$ cat src/rtl/msx_status_writer.sv
// msx_status_writer: applies queued field-write requests to the HPS OSD status
// word. Each write is offered to HPS with a one-cycle status_set pulse, then
// waits for HPS to echo the new field or for a timeout.
// Optional feature macro: MSX_STATUS_WRITER_QUEUE_EN selects a DEPTH-entry
// request FIFO; without it a single holding register is used.
module msx_status_writer #(
  parameter int unsigned TIMEOUT = 1024,
  parameter int unsigned DEPTH   = 4
) (
  input  logic        clk,
  input  logic        reset_n,
  input  logic [63:0] HPS_status,
  input  logic        req_valid,
  output logic        req_ready,
  input  logic [5:0]  req_lsb,
  input  logic [2:0]  req_width,
  input  logic [3:0]  req_value,
  output logic [63:0] status_out,
  output logic        status_set,
  output logic        busy,
  output logic        err_timeout,
  output logic        err_range,
  input  logic        err_clear
);

  localparam int unsigned CW = $clog2(DEPTH + 1);
  localparam int unsigned TW = (TIMEOUT > 1) ? $clog2(TIMEOUT) : 1;

  typedef struct packed {
    logic [5:0] lsb;
    logic [2:0] width;
    logic [3:0] value;
  } req_t;

  typedef enum logic [1:0] {IDLE, LOAD, SET, WAIT} state_t;

  state_t        state, next;
  req_t          in_req, head, cur;
  logic [CW-1:0] count;
  logic          push, pop;
  logic          load_en, range_hit, timeout_hit;
  logic [TW-1:0] cnt;
  logic [3:0]    wmask;
  logic [63:0]   fmask, fval, merged;
  logic [6:0]    lsb_end;
  logic          range_bad, field_match;

  assign in_req = '{lsb: req_lsb, width: req_width, value: req_value};
  assign push   = req_valid && req_ready;

`ifdef MSX_STATUS_WRITER_QUEUE_EN
  localparam int unsigned AW = (DEPTH > 1) ? $clog2(DEPTH) : 1;

  req_t          mem [DEPTH];
  logic [AW-1:0] wr_ptr, rd_ptr;
  logic          full;

  assign full      = (count == CW'(DEPTH));
  assign req_ready = reset_n && !full;
  assign head      = mem[rd_ptr];

  // Circular FIFO: write on accept, read on IDLE pop; occupancy tracked in count.
  always_ff @(posedge clk) begin
    if (!reset_n) begin
      wr_ptr <= '0;
      rd_ptr <= '0;
      count  <= '0;
    end else begin
      if (push) begin
        mem[wr_ptr] <= in_req;
        wr_ptr      <= (wr_ptr == AW'(DEPTH - 1)) ? '0 : wr_ptr + AW'(1);
      end
      if (pop) begin
        rd_ptr <= (rd_ptr == AW'(DEPTH - 1)) ? '0 : rd_ptr + AW'(1);
      end
      case ({push, pop})
        2'b10:   count <= count + CW'(1);
        2'b01:   count <= count - CW'(1);
        default: count <= count;
      endcase
    end
  end
`else
  req_t hold;

  assign req_ready = reset_n && (state == IDLE) && (count == '0);
  assign head      = hold;

  // Single holding register; accept and pop are mutually exclusive here.
  always_ff @(posedge clk) begin
    if (!reset_n) begin
      hold  <= '0;
      count <= '0;
    end else if (push) begin
      hold  <= in_req;
      count <= CW'(1);
    end else if (pop) begin
      count <= '0;
    end
  end
`endif

  // Field mask/value for the entry in flight; lsb+width kept at 7 bits.
  always_comb begin
    case (cur.width)
      3'd1:    wmask = 4'b0001;
      3'd2:    wmask = 4'b0011;
      3'd3:    wmask = 4'b0111;
      3'd4:    wmask = 4'b1111;
      default: wmask = 4'b0000;
    endcase
    lsb_end     = {1'b0, cur.lsb} + {4'b0000, cur.width};
    range_bad   = (cur.width == 3'd0) || (cur.width > 3'd4) || (lsb_end > 7'd64);
    fmask       = {60'b0, wmask} << cur.lsb;
    fval        = {60'b0, cur.value & wmask} << cur.lsb;
    merged      = (HPS_status & ~fmask) | fval;
    field_match = ((HPS_status & fmask) == fval);
  end

  // State register.
  always_ff @(posedge clk) begin
    if (!reset_n) state <= IDLE;
    else          state <= next;
  end

  // Next-state and control strobes.
  always_comb begin
    next        = state;
    pop         = 1'b0;
    load_en     = 1'b0;
    range_hit   = 1'b0;
    timeout_hit = 1'b0;
    case (state)
      IDLE: begin
        if (count != '0) begin
          pop  = 1'b1;
          next = LOAD;
        end
      end
      LOAD: begin
        if (range_bad) begin
          range_hit = 1'b1;
          next      = IDLE;
        end else if (field_match) begin
          next = IDLE;
        end else begin
          load_en = 1'b1;
          next    = SET;
        end
      end
      SET: next = WAIT;
      WAIT: begin
        if (field_match) begin
          next = IDLE;
        end else if (cnt == TW'(TIMEOUT - 1)) begin
          timeout_hit = 1'b1;
          next        = IDLE;
        end
      end
      default: next = IDLE;
    endcase
  end

  // Datapath: current entry, output word, echo timer and sticky errors.
  always_ff @(posedge clk) begin
    if (!reset_n) begin
      cur         <= '0;
      status_out  <= '0;
      cnt         <= '0;
      err_timeout <= 1'b0;
      err_range   <= 1'b0;
    end else begin
      if (pop)     cur        <= head;
      if (load_en) status_out <= merged;
      if (state == SET)       cnt <= '0;
      else if (state == WAIT) cnt <= cnt + TW'(1);
      // A fresh error event wins over a same-cycle clear.
      if (range_hit)      err_range <= 1'b1;
      else if (err_clear) err_range <= 1'b0;
      if (timeout_hit)    err_timeout <= 1'b1;
      else if (err_clear) err_timeout <= 1'b0;
    end
  end

  assign status_set = (state == SET);
  assign busy       = (state != IDLE) || (count != '0);

endmodule

$ cat config.mk
export PLATFORM = sky130hd
export DESIGN_NAME = msx_status_writer
export DESIGN_NICKNAME = d
export VERILOG_FILES = /design/src/rtl/msx_status_writer.sv
export SDC_FILE = /design/constraint.sdc
export NUM_CORES = 1
export LEC_CHECK = 0
export ABC_CLOCK_PERIOD_IN_PS = 9200
export BUFFER_PORTS_ARGS = -buffer_cell sky130_fd_sc_hd__buf_2
export CAP_MARGIN = 0
export CORE_MARGIN = 2
export CORE_UTILIZATION = 25
export CTS_CLUSTER_DIAMETER = 60
export DETAILED_ROUTE_END_ITERATION = 6
export SYNTH_ARGS = -nofsm -noshare
export SYNTH_HDL_FRONTEND = slang
export SYNTH_SLANG_ARGS = --single-unit
$ cat constraint.sdc
create_clock -name clk -period 9.2 [get_ports clk]
set_input_delay 0.92 -clock clk [delete_from_list [all_inputs] [get_ports clk]]
set_output_delay 0.92 -clock clk [all_outputs]
set_load 0.005 [all_outputs]
==> flow_summary.yaml <==
worst_setup_path:
  start_kind: "flip-flop"
  path_buf_inv: 3
  path_cells: "buf_4, inv_1, nor3_1, a22o_1, a211oi_1, a211o_1, or4_1, nor4_4, a21oi_4, buf_4, o221a_1"
  r2r_start: "cur[11]$_SDFFE_PN0P_"
  path_common_cell: "buf_4"
  crit_family: "simple AND/OR/NAND/NOR gates"
  cp_slowest_cell: "nor3_1"
  worst_setup_path_end_kind: "flip-flop"
  path_max_fanout: 64
  path_class: "reg2reg"
  r2r_cells: 11
  worstPathRequired_ns: 9.45
  reg2reg_to: "status_out[30]$_SDFFE_PN0P_"
  cpPeakStageDelay_ns: 0.66
  worstPathArrival_ns: 4.92
  r2r_slack_ns: 4.54
synth:
  synth-edff-count: 0
  yosysUniqueCellTypes: 79
  ys_dominant_reg_cell: "dfxtp_1"
  synth_area_sq_um: 7340
  async_flop_share_pct: 0
  ys_seq_area_share_pct: 28.6
  syn_avg_cell_area_sq_um: 7.71
  synth.most_common_cell: "nand2_1"
  synthCells: 952
  synth_nets: 1039
  synth.top_cell.area_share_pct: 28.6
  synth_commonest_cells: "190 x nand2_1, 105 x dfxtp_1, 77 x o21ai_0, 52 x nor2_1, 42 x o221a_1"
  ys_warn_count: 0
  ys_seq_elements: 105
  synth_top_area_cell: "dfxtp_1"
  yosys-top-cells-area: "dfxtp_1 29%, nand2_1 9.7%, o221a_1 6.4%"
floorplanning:
  die_h_microns: 175
  die_area_sq_um: 30800
  rows: 62
  io_pins: 150
  initial_core_util_pct: 25.5
  core_sq_um: 28800
  die_w_microns: 175
drt:
  ant_nets: 0
  wl_mm: 30.2
  via_per_inst: 5.51
  vias: 7908
  wl_per_cell_microns: 21.0
  drc: 0
  drt_iter0_drc: 956
  dr.pass1.iters: 6
cts:
  ctsHoldBuffers: 0
  path_clk_slew_ns: 0.07
  clock-sinks: 105
  clockBufferDepth: 2
  postCtsSetupBuffers: 0
  cts_buffers: 9
  cts.htree.levels: 3
  worstSkewPairLatency_ns: 0.36
  root_buffer: "clkbuf_16"
  cts_resized: 0
  cts_tree: "built"
sta:
  fmax_mhz: 214
  hold_violations: 0
  slew_headroom_pct: 22.0
  drv_slew: 0
  worst_pin_slew_ns: 1.17
  fin_setup_tns_ns: 0
  period_share_pct: 50.7
  finalCriticalPeriod_ns: 4.66
  setup_violations: 0
  rsz0062_at_grt: "false"
  skew_ns: 0.0104
grt:
  first_global_vias: 7288
  antenna_found_initial: 2
  grt_usage_pct: 19.3
  overflow: 0
  grt_pass1_wl_mm: 45.6
  grt_start_max_net_pins: 76
pwr:
  ir_worst_vdd_uv: 87.2
  power.leakage_nw: 3.03
  powerDensity_nw_per_um2: 122
worst_hold_path:
  min-delay-start: "status_out[27]$_SDFFE_PN0P_"
  hold_class: "reg2reg"
  hold_end: "status_out[27]$_SDFFE_PN0P_"
  holdPathStages: 2
placement:
  port_buffers: 149
  gp_congestion: 0.957
  dp_hpwl_mm: 23.0
finish:
  drive_gt1_share_pct: 19.6
  fin_nets: 1133
  fill_cells: 3158
  area_growth_syn_to_layout_pct: 16.9
  fin_util_pct: 29.8
status:
  status: "finished, final reports clean"
flow_run:
  max_cap_viol_count: 0
cell usage in the layout, fill, tap and decap left out, types with 8 or more instances in the layout:
cell type	synthesis	routed
a211oi_1	10	10
a21boi_0	18	18
a21oi_1	37	37
a221o_1	13	13
and2_1	8	8
and3_1	9	9
buf_2	21	148
buf_4	3	14
clkbuf_16	0	9
dfxtp_1	105	104
inv_1	17	17
mux2_2	8	8
mux2i_1	34	34
nand2_1	190	190
nand2b_1	12	12
nand3_1	37	37
nor2_1	52	52
nor2b_1	12	12
nor3_1	11	11
o211ai_1	23	23
o21ai_0	77	77
o221a_1	42	42
xor2_1	11	11
cell families (layout without fill, tap and decap cells):
logic type | count (synthesis) | in the layout | share of synthesized area, %
simple gates | 372 | 372 | 23.5
compound gates | 312 | 312 | 32.1
flops | 105 | 105 | 28.6
buf+inv | 97 | 196 | 6.70
mux | 42 | 42 | 5.86
xor+xnor | 18 | 18 | 2.15
fa+ha+maj | 6 | 6 | 1.12
other cells | 0 | 1 | 0
power by group:
| part | leakage, nW | switching (mW) | internal (mW) |
|---|---|---|---|
| Combinational | 2.03 | 0.0990 | 0.0476 |
| Clock | 0.157 | 0.190 | 0.241 |
| Sequential | 0.849 | 0.00944 | 0.463 |
| Total | 3.03 | 0.299 | 0.752 |
worst reg2reg max path: stages, from the launching register on:
cell,delay (ns)
dfxtp_1,0.50
buf_4,0.40
inv_1,0.29
nor3_1,0.66
a22o_1,0.37
a211oi_1,0.15
a211o_1,0.30
or4_1,0.55
nor4_4,0.46
a21oi_4,0.08
buf_4,0.36
o221a_1,0.42
area by class of cell:
class	count	area, sq um	area share, %
clock buffers	9	225	2.62
inverters	18	67.6	0.787
repair buffers	162	846	9.85
flip-flops and latches	105	2100	24.5
clock inverters	7	98.8	1.15
well taps	384	480	5.60
multi-input cells	750	4760	55.5
diodes	1	2.50	0.0291
worst max-delay path by stage:
stage,startpoint,depth (start not counted),endpoint,slack [ns]
global placement,cur[11]$_SDFFE_PN0P_,11,status_out[32]$_SDFFE_PN0P_,4.59
floorplan,cur[5]$_SDFFE_PN0P_,14,status_out[54]$_SDFFE_PN0P_,5.73
global route,cur[7]$_SDFFE_PN0P_,12,status_out[4]$_SDFFE_PN0P_,4.32
detailed placement,cur[11]$_SDFFE_PN0P_,11,status_out[30]$_SDFFE_PN0P_,4.64
finish,cur[11]$_SDFFE_PN0P_,11,status_out[30]$_SDFFE_PN0P_,4.54
CTS,cur[11]$_SDFFE_PN0P_,11,status_out[30]$_SDFFE_PN0P_,4.61
layer usage:
metal	share of wire, %	global-route usage, %
met1	44	27.0
met2	45	30.1
met3	7.4	2.90
met4	3.4	7.01
met5	0	0
sequential cells by signal (all words and copies together), names as in the netlist, named ones only:
name / flops
cnt: 10
count: 1
err_timeout: 1
state: 1
err_range: 1
cur: 13
status_out: 64
head: 13
metrics by stage:
stage | total power [mW] | worst slack, ns | cell area (sq um) | cells | hold slack, ns
after floorplan | 0.574 | 5.73 | 7340 | 952 | 0.436
after global placement | 0.626 | 4.59 | 8260 | 1419 | 0.445
after detailed placement | 0.627 | 4.64 | 8260 | 1419 | 0.447
after CTS | 1.06 | 4.61 | 8580 | 1435 | 0.463
after global routing | 1.09 | 4.32 | 8590 | 1436 | 0.474
final | 1.05 | 4.54 | 8590 | 1436 | 0.461
Power figures use the tool's default switching activity.
